--- src/rtl/lif_pkg.sv ---
// Shared LIF-network definitions: default layer size, address-width helper, arbiter states.
package lif_pkg;

  localparam int unsigned LIF_N_NEURONS = 8;

  typedef enum logic {
    RUN   = 1'b0,
    FLUSH = 1'b1
  } arb_state_e;

  function automatic int unsigned addr_w(input int unsigned n);
    return (n > 1) ? 32'($clog2(n)) : 32'd1;
  endfunction

endpackage

--- src/rtl/rr_priority_sel.sv ---
// Combinational round-robin find-first-set: first set bit at or above ptr_i, wrapping.
module rr_priority_sel #(
  parameter int unsigned N = 8,
  parameter int unsigned W = 3
) (
  input  logic [N-1:0] pending_i,
  input  logic [W-1:0] ptr_i,
  output logic [W-1:0] idx_o,
  output logic         found_o
);

  logic [W-1:0] j;

  always_comb begin
    idx_o   = '0;
    found_o = 1'b0;
    j       = '0;
    // Walk from the farthest candidate down so the one nearest ptr_i is written last.
    for (int k = int'(N) - 1; k >= 0; k--) begin
      j = W'((32'(ptr_i) + 32'(k)) % N);
      if (pending_i[j]) begin
        idx_o   = j;
        found_o = 1'b1;
      end
    end
  end

endmodule

--- src/rtl/lif_spike_arbiter.sv ---
// Round-robin AER serialiser for LIF spikes with timestep flush sequencing.
// Define LIF_ARB_DROP_CNT_EN to add the saturating collision counter port drop_cnt.
module lif_spike_arbiter
  import lif_pkg::*;
#(
  parameter  int unsigned N_NEURONS = LIF_N_NEURONS,
  localparam int unsigned ADDR_W    = addr_w(N_NEURONS)
`ifdef LIF_ARB_DROP_CNT_EN
  ,
  parameter  int unsigned DROP_W    = 8
`endif
) (
  input  logic                 clk,
  input  logic                 rst_n,
  input  logic                 ena,
  input  logic [N_NEURONS-1:0] spike_in,
  input  logic                 tick,
  output logic                 aer_valid,
  input  logic                 aer_ready,
  output logic [ADDR_W-1:0]    aer_addr,
  output logic                 ts_done,
`ifdef LIF_ARB_DROP_CNT_EN
  output logic [DROP_W-1:0]    drop_cnt,
`endif
  output logic                 busy
);

  logic [N_NEURONS-1:0] pending_q, pending_d;
  logic [ADDR_W-1:0]    rr_ptr_q, rr_ptr_d;
  logic [ADDR_W-1:0]    addr_q, addr_d;
  logic                 valid_q, valid_d;
  logic                 ts_done_q, ts_done_d;
  logic                 busy_q, busy_d;
  arb_state_e           state_q, state_d;

  logic [N_NEURONS-1:0] clr_mask;
  logic [N_NEURONS-1:0] capture;
  logic [ADDR_W-1:0]    sel_idx;
  logic                 sel_found;
  logic                 load;

  rr_priority_sel #(
    .N (N_NEURONS),
    .W (ADDR_W)
  ) u_sel (
    .pending_i (pending_q),
    .ptr_i     (rr_ptr_q),
    .idx_o     (sel_idx),
    .found_o   (sel_found)
  );

  always_comb begin
    load      = 1'b0;
    clr_mask  = '0;
    capture   = '0;
    pending_d = pending_q;
    rr_ptr_d  = rr_ptr_q;
    addr_d    = addr_q;
    valid_d   = valid_q;
    state_d   = state_q;
    ts_done_d = 1'b0;
    busy_d    = 1'b0;

    if (ena) capture = spike_in;

    load = (!valid_q || aer_ready) && sel_found;
    if (load) begin
      clr_mask[sel_idx] = 1'b1;
      addr_d            = sel_idx;
      valid_d           = 1'b1;
      rr_ptr_d          = (sel_idx == ADDR_W'(N_NEURONS - 1)) ? '0 : sel_idx + ADDR_W'(1);
    end else if (aer_ready) begin
      valid_d = 1'b0;
    end

    // A fresh spike on the bit being loaded re-arms it as a new event.
    pending_d = (pending_q & ~clr_mask) | capture;

    unique case (state_q)
      RUN: begin
        if (ena && tick) state_d = FLUSH;
      end
      FLUSH: begin
        if ((pending_q == '0) && !valid_q && (capture == '0)) begin
          ts_done_d = 1'b1;
          state_d   = RUN;
        end
      end
      default: state_d = RUN;
    endcase

    busy_d = (pending_d != '0) || valid_d;
  end

  always_ff @(posedge clk or negedge rst_n) begin
    if (!rst_n) begin
      pending_q <= '0;
      rr_ptr_q  <= '0;
      addr_q    <= '0;
      valid_q   <= 1'b0;
      ts_done_q <= 1'b0;
      busy_q    <= 1'b0;
      state_q   <= RUN;
    end else begin
      pending_q <= pending_d;
      rr_ptr_q  <= rr_ptr_d;
      addr_q    <= addr_d;
      valid_q   <= valid_d;
      ts_done_q <= ts_done_d;
      busy_q    <= busy_d;
      state_q   <= state_d;
    end
  end

  assign aer_valid = valid_q;
  assign aer_addr  = addr_q;
  assign ts_done   = ts_done_q;
  assign busy      = busy_q;

`ifdef LIF_ARB_DROP_CNT_EN
  logic [DROP_W-1:0]    drop_q, drop_d;
  logic [N_NEURONS-1:0] collide;
  int unsigned          drop_sum;

  // Spikes landing on a still-pending, not-departing bit are merged and counted.
  always_comb begin
    collide  = capture & pending_q & ~clr_mask;
    drop_sum = 32'(drop_q) + 32'($countones(collide));
    drop_d   = (drop_sum > 32'({DROP_W{1'b1}})) ? '1 : DROP_W'(drop_sum);
    if (ts_done_d) drop_d = '0;
  end

  always_ff @(posedge clk or negedge rst_n) begin
    if (!rst_n) drop_q <= '0;
    else        drop_q <= drop_d;
  end

  assign drop_cnt = drop_q;
`endif

endmodule

--- config.mk ---
export PLATFORM = sky130hd
export DESIGN_NAME = lif_spike_arbiter
export DESIGN_NICKNAME = d
export VERILOG_FILES = /design/src/rtl/lif_pkg.sv /design/src/rtl/rr_priority_sel.sv /design/src/rtl/lif_spike_arbiter.sv
export SDC_FILE = /design/constraint.sdc
export NUM_CORES = 1
export LEC_CHECK = 0
export CORE_MARGIN = 10
export CORE_UTILIZATION = 30
export CTS_CLUSTER_DIAMETER = 40
export DETAILED_ROUTE_END_ITERATION = 10
export DONT_BUFFER_PORTS = 1
export GPL_TIMING_DRIVEN = 0
export HOLD_SLACK_MARGIN = 0.02
export SYNTH_ARGS = -nofsm -noshare
export SYNTH_HDL_FRONTEND = slang
export SYNTH_HIERARCHICAL = 1
export SYNTH_SLANG_ARGS = --single-unit
--- constraint.sdc ---
create_clock -name clk -period 7.5 [get_ports clk]
set_clock_uncertainty 0.1 [all_clocks]
set_input_delay 1.5 -clock clk [delete_from_list [all_inputs] [get_ports clk]]
set_output_delay 1.5 -clock clk [all_outputs]
set_load 0.02 [all_outputs]
After elaboration in Yosys (flattened, before gate mapping)

Cells that the tools add are included.

Flip-flop bits (word level): 18
Latch bits: 0
Bits in writable memories: 0
ROM bits: 0
Input port bits: 13
Output and inout port bits: 6
Word-level logic and storage cells: 85
Memories kept: 0

Add/sub/neg operators: 8
Multiply operators: 0
Divide/modulo/power cells: 0
Magnitude comparators: 10
Equality and inequality tests: 1
Shift-type cells: 0
Mux-type cells: 44
Bitwise operators: 4
Reduce and logical (&&, ||, !) cells: 11

Operator list:

| kind                  | number |
|---|---|
| $lt A3 B4 Y1 const B  | 9 |
| $mux W3               | 9 |
| $bmux W1 S3           | 8 |
| $mux W1               | 23 |
| $logic_not A8 Y1      | 2 |
| $mux W8               | 2 |
| $add A3 B3 Y3 const B | 4 |
| $and A8 B8 Y8         | 1 |
| $not A8 Y8            | 1 |
| $or A8 B8 Y8          | 1 |
| $reduce_bool A8 Y1    | 1 |
| $add A3 B1 Y3 const B | 2 |
| $add A3 B2 Y3 const B | 2 |
| $logic_and A1 B1 Y1   | 5 |
| $demux W1 S3          | 1 |
| $eq A3 B3 Y1 const B  | 1 |
| $ge A3 B1 Y1 const B  | 1 |
| $logic_or A1 B1 Y1    | 2 |
| $pmux W1 S2           | 1 |
| $logic_not A1 Y1      | 1 |
| $not A1 Y1            | 1 |

Longest topological paths before layout

Gate-level depths: netlist of run 1.

Depth in word-level cells: 21
Mapped depth: 16
Gate-level depth less buffers: 13

Cells and area by module

The synthesis of run 1 kept the hierarchy.

By module, submodules not included:

| module            | times used | cells an instance | area each (um^2) | seq. area each (um^2) |
|---|---|---|---|---|
| lif_spike_arbiter | 1          | 70                | 814.5            | 450.4 |
| rr_priority_sel   | 1          | 90                | 782.0            | 0.0 |

Worst setup path before layout of run 1

No wires, ideal clock.

Kind: reg2reg
Start point: reg rr_ptr_q[1]
End point: reg busy_q (netlist: busy)
Library setup time: 129 ps
Arrival: 3535 ps
Required time: 7271 ps
Path slack: 3736 ps
Stages on the path, launching flop included: 16
Buffers on the path: 3
Period minus slack after synthesis: 3764 ps
Path through: dfrtp_1 -> buf_4 -> buf_4 -> inv_1 -> ha_1 -> clkbuf_1 -> mux4_2 -> mux2_4 -> o21ai_2 -> a31oi_1 -> o21bai_1 -> mux2_1 -> nand3b_2 -> a221o_1 -> nor4_2 -> nand3_1

Longest elaborated chain between the ends: 21
Elaborated cells on any way between the ends: 52
Those cells by class: 7 x add/sub; 2 x order compare; 36 x mux; 3 x bitwise; 4 x reduce/logical

RTL lines:

| element                                                                   | line                     | text |
|---|---|---|
| from (decl)                                                               | lif_spike_arbiter.sv:29  | `logic [ADDR_W-1:0] rr_ptr_q, rr_ptr_d;` |
| from (signal assigned)                                                    | lif_spike_arbiter.sv:106 | `rr_ptr_q <= rr_ptr_d;` |
| $add A3 B3 Y3                                                             | rr_priority_sel.sv:20    | `j = W'((32'(ptr_i) + 32'(k)) % N);` |
| $bmux W1 S3                                                               | rr_priority_sel.sv:21    | `if (pending_i[j]) begin` |
| $mux W1 (not written as such)                                             | rr_priority_sel.sv:21    |  |
| $mux W3 (7 in a row)                                                      | rr_priority_sel.sv:21    |  |
| $mux W3 *                                                                 | rr_priority_sel.sv:21    |  |
| named net sel_idx[0]                                                      | lif_spike_arbiter.sv:38  | `logic [ADDR_W-1:0] sel_idx;` |
| $lt A3 B4 Y1 (not written as such) / $ge A3 B1 Y1 (equally long branches) | lif_spike_arbiter.sv:68  | `clr_mask[sel_idx] = 1'b1;` |
| $logic_and A1 B1 Y1 (not written as such)                                 | lif_spike_arbiter.sv:68  |  |
| [... 2 more ...]                                                          | n/a                      |  |
| $mux W8 *                                                                 | lif_spike_arbiter.sv:67  | `if (load) begin` |
| $not A8 Y8 *                                                              | lif_spike_arbiter.sv:77  | `pending_d = (pending_q & ~clr_mask) \| capture;` |
| $and A8 B8 Y8 *                                                           | lif_spike_arbiter.sv:77  |  |
| $or A8 B8 Y8 *                                                            | lif_spike_arbiter.sv:77  |  |
| named net pending_d[2]                                                    | lif_spike_arbiter.sv:28  | `logic [N_NEURONS-1:0] pending_q, pending_d;` |
| $reduce_bool A8 Y1 *                                                      | lif_spike_arbiter.sv:92  | `busy_d = (pending_d != '0) \|\| valid_d;` |
| $logic_or A1 B1 Y1 *                                                      | lif_spike_arbiter.sv:92  |  |
| named net busy_d                                                          | lif_spike_arbiter.sv:33  | `logic busy_q, busy_d;` |
| to (signal assigned)                                                      | lif_spike_arbiter.sv:110 | `busy_q <= busy_d;` |
| to (decl)                                                                 | lif_spike_arbiter.sv:33  |  |

The timed path passes the listed nets; every way through them passes the cells marked *. The select of a mux whose other input is x is not followed.
A chain may end at the register's enable or synchronous reset.

Final worst setup path of run 1

Ends and elaborated chain as after synthesis.

==> results.md, run 1 <==
| Group | Result | This run |
|:---|:---|:---|
| pwr | Combinational share of power | 0.688 |
| detailed routing | Total via count after detailed routing | 1,356 |
| logic synthesis | Count of flip-flops with a built-in enable after synthesis | 0 |
| floorplanning | Die area | 8640 µm² |
| logic synthesis | Nets in the synthesized netlist | 177 |
| layout | Share of post-route cells with drive strength above 1 | 0.160 |
| detailed routing | Drt first pass iters | 4 |
| sta | Final Hold Viols | 0 |
| global route | Wire length of the first global-routing pass | 6.58 mm |
| sta | Number of pins with negative max-slew slack in the final report | 0 |
| setup path | Worst EP required | 7.52 ns |
| clock network | CTS tree | done |
| setup path | Worst setup path category | reg2reg |
| layout | Layout-stage area growth over the synthesis result | 8.07% |
| floorplanning | Boundary Pins | 19 |
| detailed routing | Uppermost metal layer occupied by signal nets | met4 |
| setup path | Setup crit start kind | flip-flop |
| pwr | VDD IR max | 0.185 mV |
| clock network | Clock tree sinks | 18 |
| global route | Largest net degree at the start of global routing | 19 |
| placement | Input/output buffers | 0 |
| setup path | Largest driver fanout on the critical path | 10 |
| layout | Number of nets at the end of the flow | 182 |
| logic synthesis | Synth Area per Inst | 9.98 µm² |
| clock network | Count of hold buffers inserted by post-cts repair | 0 |
| sta | Final-report setup violation count | 0 |
| clock network | Number of CTS-inserted buffers | 3 |
| clock network | Count of instances resized after the clock tree is built | 0 |
| detailed routing | Post-Route WL | 3.98 mm |
| logic synthesis | Number of unique standard cell types used by synthesis | 50 |
| placement | Detailed placer's ending HPWL | 2.95 mm |
| layout | Antenna diodes | 0 |
| sta | Slew of the pin with the lowest slew margin | 0.673 ns |
| pwr | Internal power of the cells | 415 µW |
| pwr | Power per standard cell area | 462 nW/µm² |
| clock network | Clock tree root buffer cell | sky130_fd_sc_hd__clkbuf_8 |
| pwr | Power spent charging and discharging nets | 382 µW |
| sta | Worst max-slew margin expressed relative to the limit | 0.551 |
| detailed routing | Count of unresolved DRC violations after routing | 0 |
| detailed routing | DR WL/cell | 17.1 µm |
| global route | GRT Resource Usage Total | 0.0914 |
| clock network | H-tree depth | 1 |
| logic synthesis | Seq cells post-synth | 18 |
| clock network | Buffer levels on the longest clock path | 2 |
| logic synthesis | Sequential element share of the synthesized area | 0.282 |
| pwr | Share of total power in the clock network | 0.082 |
| pwr | Final total power | 797 µW |
| sta | Period Utilization, post-route | 0.596 |
| sta | Sum Neg Setup Slack | 0 ns |
| clock network | Clock Latency Late Sink | 0.25 ns |
| floorplanning | Core area | 5140 µm² |
| detailed routing | Antenna-violating nets left | 0 |
| detailed routing | Violation count after the first detailed-routing iteration | 59 |
| worst hold path | Worst hold path type | reg2reg |
| clock network | Postcts setup bufs | 0 |
| detailed routing | Detailed-routed wire length on met3 | 320 µm |
| job | Total of max-cap violations | 0 |
| detailed routing | Post-route met1 wirelength | 1.81 mm |
| logic synthesis | Combined area of all synthesized cells | 1600 µm² |
| sta | Setup repair after global routing missed its margin | no |
| run status | Result of the run | finished, final reports clean |
| floorplanning | Initial cell density of the core | 0.311 |
| detailed routing | WL met2 | 1.80 mm |
| floorplanning | Chip Width | 93.0 µm |
| global route | Number of global-route vias before repair | 1,325 |
| sta | Fmax | 224 MHz |
| setup path | Crit path capture type | flip-flop |
| detailed routing | Per-cell via count in the routed design | 5.82 |
| global route | Number of antenna violations at the first check in global routing | 0 |
| placement | Final RePlAce weighted congestion | 0.857 |
| logic synthesis | Gate Count Post-Synth | 160 |
| setup path | CP arrival | 4.50 ns |
| global route | GR Overflow Total | 0 |
| clock network | Clock Pin Slew Worst Setup and Hold Paths | 0.06 ns |
| logic synthesis | Prevailing post-synth register cell | sky130_fd_sc_hd__dfrtp_1 |
| floorplanning | FP Rows | 26 |
| logic synthesis | Number of synthesis warnings | 6 |
| pwr | Switch share | 0.479 |
| pwr | Leakage power summed over all cells | 0.000636 µW |
| pwr | Relative contribution of sequential cells to total power | 0.230 |
| logic synthesis | Proportion of register bits with asynchronous set or reset after synthesis | 1.00 |
| sta | Shortest clock period the worst path allows after layout | 4.47 ns |
| floorplanning | Height of the chip | 93.0 µm |
Yosys cell counts (3+ instances only):
cell / instances / area (µm²)
sky130_fd_sc_hd__clkbuf_1: 3 / 11.3
sky130_fd_sc_hd__ha_1: 4 / 50.1
sky130_fd_sc_hd__nand2_1: 19 / 71.3
sky130_fd_sc_hd__nand4_1: 3 / 18.8
sky130_fd_sc_hd__mux4_1: 5 / 131
sky130_fd_sc_hd__a31oi_1: 3 / 18.8
sky130_fd_sc_hd__o21ai_0: 4 / 20.0
sky130_fd_sc_hd__nor2_1: 8 / 30.0
sky130_fd_sc_hd__nand2b_1: 3 / 18.8
sky130_fd_sc_hd__nor3_1: 4 / 20.0
sky130_fd_sc_hd__mux2i_1: 4 / 40.0
sky130_fd_sc_hd__mux4_2: 5 / 113
sky130_fd_sc_hd__nor2b_1: 4 / 25.0
sky130_fd_sc_hd__inv_1: 5 / 18.8
sky130_fd_sc_hd__buf_4: 3 / 22.5
sky130_fd_sc_hd__mux2_2: 9 / 101
sky130_fd_sc_hd__dfrtp_1: 18 / 450
sky130_fd_sc_hd__a21oi_1: 10 / 50.1
sky130_fd_sc_hd__a22o_1: 3 / 26.3
cell usage in the layout (no fill, tap or decap), types with 2 or more instances in the layout:
master,instances
sky130_fd_sc_hd__nand4_1,3
sky130_fd_sc_hd__o21a_1,2
sky130_fd_sc_hd__o22ai_1,2
sky130_fd_sc_hd__xor2_1,2
sky130_fd_sc_hd__nor4b_1,2
sky130_fd_sc_hd__nor3_1,4
sky130_fd_sc_hd__dfrtp_1,18
sky130_fd_sc_hd__o21ai_0,4
sky130_fd_sc_hd__clkbuf_8,3
sky130_fd_sc_hd__and2_1,2
sky130_fd_sc_hd__a22o_1,3
sky130_fd_sc_hd__ha_1,4
sky130_fd_sc_hd__mux2_2,9
sky130_fd_sc_hd__mux4_2,5
sky130_fd_sc_hd__nand3_1,2
sky130_fd_sc_hd__a21o_1,2
sky130_fd_sc_hd__inv_1,5
sky130_fd_sc_hd__nand2b_1,3
sky130_fd_sc_hd__a31oi_1,3
sky130_fd_sc_hd__a22oi_1,2
sky130_fd_sc_hd__nor4_1,2
sky130_fd_sc_hd__clkbuf_1,3
sky130_fd_sc_hd__mux2i_1,4
sky130_fd_sc_hd__and4b_1,2
sky130_fd_sc_hd__o31ai_1,2
sky130_fd_sc_hd__nor2_1,8
sky130_fd_sc_hd__a221o_1,2
sky130_fd_sc_hd__mux4_1,5
sky130_fd_sc_hd__nor2b_1,4
sky130_fd_sc_hd__buf_4,3
sky130_fd_sc_hd__a21oi_1,10
sky130_fd_sc_hd__nand2_1,19
state kept, by name (all words and copies together) (netlist names):
name       cells
pending_q      8
aer_addr       3
rr_ptr_q       3
aer_valid      1
busy           1
state_q        1
ts_done        1
routing by layer:
layer	global-route usage	vias up
met3	0.0242	5
met5	0	-
met2	0.146	42
met1	0.118	671
li1	-	638
met4	0.0244	0
power by group through the flow:
stage | Sequential (µW) | Combinational [µW] | Clock [µW]
2_1_floorplan | 168 | 451 | 0
3_3_place_gp | 185 | 546 | 0
3_5_place_dp | 186 | 543 | 0
4_1_cts | 184 | 546 | 65.9
5_1_grt | 192 | 605 | 68.9
6_report | 183 | 548 | 65.4
critical path: stages (launching register included):
cell and delay, ns:
sky130_fd_sc_hd__dfrtp_1 0.37, sky130_fd_sc_hd__buf_4 0.16, sky130_fd_sc_hd__buf_4 0.18, sky130_fd_sc_hd__inv_1 0.13, sky130_fd_sc_hd__ha_1 0.29, sky130_fd_sc_hd__clkbuf_1 0.33
sky130_fd_sc_hd__mux4_1 0.47, sky130_fd_sc_hd__a21oi_1 0.33, sky130_fd_sc_hd__o211ai_1 0.13, sky130_fd_sc_hd__a211oi_1 0.26, sky130_fd_sc_hd__nor4b_1 0.09, sky130_fd_sc_hd__o22ai_1 0.54
sky130_fd_sc_hd__nand2b_1 0.16, sky130_fd_sc_hd__a22o_1 0.21, sky130_fd_sc_hd__a21o_1 0.18, sky130_fd_sc_hd__nor4_2 0.28, sky130_fd_sc_hd__nand3_1 0.12
cells by family after synthesis:
logic type	share of synthesized area
compound gates	0.187
xor+xnor	0.0165
fa+ha+maj	0.0313
buf+inv	0.0400
flops	0.282
mux	0.258
simple gates	0.185
final timing paths:
kind	from	end	slack, ns	depth (start not counted)
max	rr_ptr_q[1]$_DFFE_PN0P_	busy$_DFF_PN0_	3.03	16
min	state_q$_DFF_PN0_	state_q$_DFF_PN0_	0.40	2
max reg2reg	rr_ptr_q[1]$_DFFE_PN0P_	busy$_DFF_PN0_	3.03	16
min reg2reg	state_q$_DFF_PN0_	state_q$_DFF_PN0_	0.40	2
max in group asynchronous	rst_n	pending_q[0]$_DFF_PN0_	6.39	0
min in group asynchronous	rst_n	rr_ptr_q[0]$_DFFE_PN0P_	0.84	0
through the flow:
step	hold slack (ns)	utilization	cell area [µm²]	cells	setup slack, ns
global route	0.473	0.336	1730	233	2.61
detailed placement	0.396	0.328	1680	230	3.09
finish	0.404	0.336	1730	233	3.03
global placement	0.382	0.328	1680	230	2.97
floorplan	0.355	-	1600	160	3.74
CTS	0.415	0.336	1730	233	3.03
layout make-up:
class                      count  area (µm²)
buffer                         7        45.0
sequential                    18         450
multi-input combinational    130        1080
fill                         556        3410
clock buffer                   3        41.3
tap                           70        87.6
inverter                       5        18.8
(Power assumes the default switching activity.)
==> run 2: changes to the inputs <==
- clock period: 7.5 -> 4.2 ns (I/O delays scaled with it)
==> run 2 against run 1 <==
Compared with the run above:
- power rose by 88%
- non-clock buffer count increased by 1
- routed wire length increased by 1.5%
- die area unchanged
- worst setup slack worse by 2.8 ns
- register-to-register slack worse by 2.8 ns
- fmax is 13% higher
==> results.md, run 2 (synthesized netlist as in run 1, its figures left out) <==
| Group | Result | This run | Change |
|:---|:---|:---|:---|
| floorplanning | Initial cell density of the core | 0.311 | unchanged |
| floorplanning | Chip Width | 93.0 µm | unchanged |
| clock network | Count of hold buffers inserted by post-cts repair | 0 | unchanged |
| setup path | Largest driver fanout on the critical path | 10 | unchanged |
| clock network | Buffer levels on the longest clock path | 2 | unchanged |
| layout | Layout-stage area growth over the synthesis result | 10.2% |  |
| clock network | CTS tree | done |  |
| sta | Slew of the pin with the lowest slew margin | 0.429 ns | -0.244 ns |
| setup path | Launch point of the worst path | rr_ptr_q[1]$_DFFE_PN0P_ |  |
| floorplanning | Die area | 8640 µm² | unchanged |
| sta | Fmax | 252 MHz | +13% |
| pwr | VDD IR max | 0.351 mV | +89% |
| global route | Number of antenna violations at the first check in global routing | 0 | unchanged |
| layout | Commonest non-fill, non-tap cells in the layout | 19 x sky130_fd_sc_hd__nand2_1, 18 x sky130_fd_sc_hd__dfrtp_1, 10 x sky130_fd_sc_hd__a21oi_1, 10 x sky130_fd_sc_hd__mux2_2, 7 x sky130_fd_sc_hd__nor2_1 |  |
| sta | Period Utilization, post-route | 0.944 | +0.348 |
| pwr | Final total power | 1500 µW | +88% |
| setup path | CP arrival | 3.99 ns | -0.51 ns |
| global route | Wire length of the first global-routing pass | 6.62 mm | +0.53% |
| layout | Antenna diodes | 0 | unchanged |
| pwr | Leakage power summed over all cells | 0.000650 µW | +2.2% |
| floorplanning | FP Rows | 26 | unchanged |
| sta | Worst setup slack after layout | 0.235 ns | -2.79 ns |
| global route | GR Overflow Total | 0 | unchanged |
| floorplanning | Boundary Pins | 19 | unchanged |
| detailed routing | Total via count after detailed routing | 1,366 | +0.74% |
| clock network | H-tree depth | 1 | unchanged |
| pwr | Power per standard cell area | 854 nW/µm² | +85% |
| layout | Number of nets at the end of the flow | 183 | +0.55% |
| worst hold path | Worst hold path type | in2async |  |
| sta | Shortest clock period the worst path allows after layout | 3.97 ns | -0.508 ns |
| clock network | Clock tree root buffer cell | sky130_fd_sc_hd__clkbuf_8 |  |
| placement | DP Cell Count | 230 | unchanged |
| detailed routing | Antenna-violating nets left | 0 | unchanged |
| clock network | Clock Latency Late Sink | 0.25 ns | about the same |
| sta | Final-report setup violation count | 0 | unchanged |
| global route | Largest net degree at the start of global routing | 19 | unchanged |
| layout | Final non-filler cell total | 234 | +0.43% |
| detailed routing | DR WL/cell | 17.2 µm | +1.1% |
| detailed routing | Drt first pass iters | 5 | +1 |
| floorplanning | Height of the chip | 93.0 µm | unchanged |
| setup path | Setup crit start kind | flip-flop |  |
| placement | Input/output buffers | 0 | unchanged |
| placement | Detailed placer's ending HPWL | 2.95 mm | unchanged |
| layout | Leading cell type in the layout, fill and taps excluded | sky130_fd_sc_hd__nand2_1 |  |
| placement | Final RePlAce weighted congestion | 0.857 | unchanged |
| floorplanning | Core area | 5140 µm² | unchanged |
| setup path | Worst reg2reg startpoint | rr_ptr_q[1]$_DFFE_PN0P_ |  |
| sta | Number of pins with negative max-slew slack in the final report | 0 | unchanged |
| detailed routing | Count of unresolved DRC violations after routing | 0 | unchanged |
| sta | Final Hold Viols | 0 | unchanged |
| sta | Setup repair after global routing missed its margin | no |  |
| detailed routing | Post-Route WL | 4.04 mm | +1.5% |
| placement | Post-Place Worst Slack | -0.213 ns | -3.30 ns |
| sta | Worst max-slew margin expressed relative to the limit | 0.714 | +0.163 |
| global route | GRT Resource Usage Total | 0.0919 | +0.000499 |
| global route | Number of global-route vias before repair | 1,334 | +0.68% |
| sta | Sum Neg Setup Slack | 0 ns | unchanged |
| detailed routing | Violation count after the first detailed-routing iteration | 98 | +66% |
| run status | Result of the run | finished, final reports clean |  |
| layout | Max FFs per register | 8 | unchanged |
| layout | Fill count | 549 | -1.3% |
| clock network | Clock Pin Slew Worst Setup and Hold Paths | 0.06 ns | about the same |
| setup path | Worst setup path category | reg2reg |  |
| clock network | Clock tree sinks | 18 | unchanged |
| job | Total of max-cap violations | 0 | unchanged |
| setup path | Crit path capture type | flip-flop |  |
| setup path | Worst EP required | 4.22 ns | -3.30 ns |
| layout | Final core area utilization | 0.342 | +0.00657 |
| clock network | Number of CTS-inserted buffers | 3 | unchanged |
| detailed routing | Per-cell via count in the routed design | 5.84 | +0.31% |
| layout | Most flop-heavy register | pending_q |  |
| layout | Share of post-route cells with drive strength above 1 | 0.207 | +0.0478 |
run 2: critical path: stages (launching register included):
cell	delay [ns]
sky130_fd_sc_hd__dfrtp_1	0.37
sky130_fd_sc_hd__buf_4	0.16
sky130_fd_sc_hd__buf_4	0.18
sky130_fd_sc_hd__inv_1	0.15
sky130_fd_sc_hd__ha_4	0.36
sky130_fd_sc_hd__mux4_2	0.39
sky130_fd_sc_hd__mux2_4	0.32
sky130_fd_sc_hd__o21ai_2	0.13
sky130_fd_sc_hd__a31oi_1	0.11
sky130_fd_sc_hd__o21bai_1	0.14
sky130_fd_sc_hd__mux2_2	0.41
sky130_fd_sc_hd__nand3b_2	0.29
sky130_fd_sc_hd__a221o_1	0.36
sky130_fd_sc_hd__nor4_2	0.23
sky130_fd_sc_hd__nand3_1	0.12
run 2: layout make-up:
| class | count | area, µm² | share of cell area |
|---|---|---|---|
| Sequential cell | 18 | 450 | 0.256 |
| Tap cell | 70 | 87.6 | 0.0498 |
| Buffer | 6 | 41.3 | 0.0235 |
| Inverter | 5 | 18.8 | 0.0107 |
| Multi-Input combinational cell | 130 | 1100 | 0.628 |
| Clock buffer | 3 | 41.3 | 0.0235 |
| Timing Repair Buffer | 2 | 15.0 | 0.00853 |
run 2: layer usage:
| layer | vias to the layer above | global-route usage | share of wire |
|---|---|---|---|
| met5 | - | 0 | 0 |
| met4 | 0 | 0.0244 | 0.012 |
| met3 | 7 | 0.0242 | 0.085 |
| met2 | 52 | 0.147 | 0.45 |
| met1 | 675 | 0.119 | 0.45 |
| li1 | 632 | - | - |
run 2: through the flow:
step	hold WS [ns]	cell area (µm²)
floorplan	0.355	1600
global placement	0.382	1680
detailed placement	0.396	1680
CTS	0.181	1730
global route	0.175	1760
finish	0.180	1760
run 2: timing repair:
item                                    4_1_cts  5_1_grt
endpoints found under the setup margin        1        1
resized for setup                             2        5
setup buffers                                 0        2
pin swaps                                     0        1
run 2: report_power, final:
group | switching [µW] | leakage (µW) | internal, µW
Combinational | 555 | 0.000445 | 503
Clock | 52.8 | 0.0000216 | 63.6
Sequential | 99.7 | 0.000184 | 228
run 2: path summary, 6_finish.rpt:
path                                                end  slack, ns  depth (start not counted)
worst max-delay path                     busy$_DFF_PN0_       0.23                         14
worst min-delay path            rr_ptr_q[0]$_DFFE_PN0P_       0.18                          0
worst max register to register           busy$_DFF_PN0_       0.23                         14
worst min register to register        state_q$_DFF_PN0_       0.40                          2
max in group asynchronous        pending_q[0]$_DFF_PN0_       3.75                          0
min in group clk                      state_q$_DFF_PN0_       0.40                          2
==> run 3: changes to the inputs <==
- CORE_MARGIN: 10 -> unset
==> run 3 against run 2 <==
Compared with the run above:
- power decreased by 2.0%
- sequential share of layout area increased by 0.24 points
- non-clock buffer count decreased by 2
- critical endpoint unchanged
- highest routed layer unchanged
- largest power group unchanged
- sequential power about the same
- global-route usage increased by 5.4 points
==> results.md, run 3 (synthesized netlist as in run 1, its figures left out) <==
| Group | Result | This run | Change |
|:---|:---|:---|:---|
| sta | Number of pins with negative max-slew slack in the final report | 0 | unchanged |
| clock network | Clock Pin Slew Worst Setup and Hold Paths | 0.06 ns | about the same |
| layout | Share of post-route cells with drive strength above 1 | 0.191 | -0.0160 |
| detailed routing | Post-Route WL | 3.78 mm | -6.3% |
| sta | Fmax | 251 MHz | -0.48% |
| setup path | Crit path capture type | flip-flop |  |
| setup path | Worst EP required | 4.23 ns | about the same |
| detailed routing | Antenna-violating nets left | 0 | unchanged |
| layout | Leading cell type in the layout, fill and taps excluded | sky130_fd_sc_hd__nand2_1 |  |
| setup path | R2R Path End | busy$_DFF_PN0_ |  |
| sta | Period Utilization, post-route | 0.949 | +0.00458 |
| layout | Number of nets at the end of the flow | 181 | -1.1% |
| global route | GRT Resource Usage Total | 0.146 | +0.0538 |
| global route | Largest net degree at the start of global routing | 19 | unchanged |
| floorplanning | Height of the chip | 75.0 µm | -19% |
| layout | Final core area utilization | 0.341 | -0.00100 |
| floorplanning | Core area | 5110 µm² | -0.63% |
| global route | Number of global-route vias before repair | 1,344 | +0.75% |
| sta | Hold slack | 0.180 ns | -0.000896 ns |
| sta | Worst max-slew margin expressed relative to the limit | 0.732 | +0.0183 |
| run status | Result of the run | finished, final reports clean |  |
| setup path | Largest driver fanout on the critical path | 10 | unchanged |
| placement | Detailed placer's ending HPWL | 2.86 mm | -3.2% |
| clock network | CTS tree | done |  |
| layout | Max FFs per register | 8 | unchanged |
| placement | Input/output buffers | 0 | unchanged |
| layout | Layout-stage area growth over the synthesis result | 9.17% |  |
| floorplanning | FP Rows | 26 | unchanged |
| sta | Final Hold Viols | 0 | unchanged |
| setup path | CP arrival | 4.01 ns | +0.02 ns |
| pwr | Power per standard cell area | 845 nW/µm² | -1.1% |
| clock network | Number of CTS-inserted buffers | 3 | unchanged |
| floorplanning | Die area | 5620 µm² | -35% |
| pwr | VDD IR max | 0.311 mV | -11% |
| clock network | Clock Latency Late Sink | 0.25 ns | about the same |
| clock network | Clock tree root buffer cell | sky130_fd_sc_hd__clkbuf_8 |  |
| clock network | Buffer levels on the longest clock path | 2 | unchanged |
| setup path | Worst reg2reg path depth | 14 | unchanged |
| detailed routing | Total via count after detailed routing | 1,343 | -1.7% |
| pwr | Leakage power summed over all cells | 0.000639 µW | -1.8% |
| layout | Fill count | 529 | -3.6% |
| sta | Slew of the pin with the lowest slew margin | 0.401 ns | -0.0275 ns |
| sta | Final-report setup violation count | 0 | unchanged |
| clock network | H-tree depth | 1 | unchanged |
| sta | Setup repair after global routing missed its margin | no |  |
| placement | Final RePlAce weighted congestion | 0.853 | -0.43% |
| setup path | Worst reg2reg startpoint | rr_ptr_q[1]$_DFFE_PN0P_ |  |
| setup path | Setup crit start kind | flip-flop |  |
| job | Total of max-cap violations | 0 | unchanged |
| clock network | Count of hold buffers inserted by post-cts repair | 0 | unchanged |
| sta | Shortest clock period the worst path allows after layout | 3.98 ns | +0.0193 ns |
| layout | Final non-filler cell total | 232 | -0.85% |
| floorplanning | Boundary Pins | 19 | unchanged |
| layout | Antenna diodes | 0 | unchanged |
| detailed routing | DR WL/cell | 16.3 µm | -5.5% |
| floorplanning | Chip Width | 75.0 µm | -19% |
| worst hold path | Worst hold path type | in2async |  |
| floorplanning | Initial cell density of the core | 0.313 | +0.00198 |
| detailed routing | Drt first pass iters | 4 | -1 |
| clock network | Postcts setup bufs | 0 | unchanged |
| layout | Commonest non-fill, non-tap cells in the layout | 19 x sky130_fd_sc_hd__nand2_1, 18 x sky130_fd_sc_hd__dfrtp_1, 9 x sky130_fd_sc_hd__a21oi_1, 9 x sky130_fd_sc_hd__mux2_2, 7 x sky130_fd_sc_hd__nor2_1 |  |
| detailed routing | Per-cell via count in the routed design | 5.79 | -0.84% |
| detailed routing | Count of unresolved DRC violations after routing | 0 | unchanged |
| setup path | Worst setup path category | reg2reg |  |
| global route | Wire length of the first global-routing pass | 6.26 mm | -5.4% |
| global route | GR Overflow Total | 0 | unchanged |
| setup path | Slack of the worst reg-to-reg path | 0.22 ns | -0.02 ns |
| clock network | Clock tree sinks | 18 | unchanged |
| global route | Number of antenna violations at the first check in global routing | 0 | unchanged |
| detailed routing | Violation count after the first detailed-routing iteration | 108 | +10% |
| placement | DP Cell Count | 230 | unchanged |
| layout | Most flop-heavy register | pending_q |  |
## run 3: how the worst max path moves through the flow
stage | cells after the start | startpoint | endpoint | slack [ns]
floorplan | 15 | rr_ptr_q[1]$_DFFE_PN0P_ | busy$_DFF_PN0_ | 0.44
global placement | 16 | rr_ptr_q[1]$_DFFE_PN0P_ | busy$_DFF_PN0_ | -0.28
detailed placement | 16 | rr_ptr_q[1]$_DFFE_PN0P_ | busy$_DFF_PN0_ | -0.30
CTS | 14 | rr_ptr_q[1]$_DFFE_PN0P_ | busy$_DFF_PN0_ | 0.03
global route | 14 | rr_ptr_q[1]$_DFFE_PN0P_ | busy$_DFF_PN0_ | 0.02
finish | 14 | rr_ptr_q[1]$_DFFE_PN0P_ | busy$_DFF_PN0_ | 0.22
## run 3: stage by stage
stage                     TNS (ns)  setup WS (ns)  area, µm²  total power (µW)
after floorplan                  0          0.436       1600              1100
after global placement      -0.285         -0.285       1680              1300
after detailed placement    -0.298         -0.298       1680              1310
after CTS                        0         0.0282       1730              1440
after global routing             0         0.0172       1740              1600
final                            0          0.216       1740              1470
## run 3: cell type report
class	instances	area (µm²)	area share
Clock buffer	3	41.3	0.0237
Buffer	6	41.3	0.0237
Multi-Input combinational cell	130	1100	0.633
Sequential cell	18	450	0.258
Inverter	5	18.8	0.0108
Tap cell	70	87.6	0.0503
## run 3: power breakdown
part / switching (µW) / total (µW) / leakage (µW) / internal, µW
clock: 50.2 / 114 / 0.0000216 / 63.6
combinational: 550 / 1030 / 0.000433 / 480
sequential: 101 / 330 / 0.000184 / 228
total: 701 / 1470 / 0.000639 / 772
## run 3: worst max-delay path, cell delays in order (launching register included)
cell and delay [ns]:
sky130_fd_sc_hd__dfrtp_1 0.37, sky130_fd_sc_hd__buf_4 0.17, sky130_fd_sc_hd__buf_4 0.18, sky130_fd_sc_hd__inv_1 0.15
sky130_fd_sc_hd__ha_4 0.37, sky130_fd_sc_hd__mux4_2 0.40, sky130_fd_sc_hd__mux2_4 0.32, sky130_fd_sc_hd__o21ai_2 0.13
sky130_fd_sc_hd__a31oi_1 0.10, sky130_fd_sc_hd__o21bai_1 0.15, sky130_fd_sc_hd__mux2_1 0.44, sky130_fd_sc_hd__nand3b_2 0.30
sky130_fd_sc_hd__a221o_1 0.36, sky130_fd_sc_hd__nor4_2 0.21, sky130_fd_sc_hd__nand3_1 0.10
## run 3: metal layers
| metal | vias to the layer above | part of all wire | routed length (µm) | global-route usage |
|---|---|---|---|---|
| met1 | 667 | 0.44 | 1670 | 0.183 |
| met4 | 0 | 0.0063 | 24 | 0.0629 |
| met5 | - | 0 | 0 | 0 |
| met2 | 41 | 0.50 | 1880 | 0.248 |
| met3 | 3 | 0.054 | 206 | 0.0228 |
| li1 | 632 | - | - | - |
## run 3: repair_timing
item                                   CTS  global route
endpoints found under the hold margin    0             0
setup endpoints to repair                1             1
resized for setup                        2             4
pin swaps                                0             2
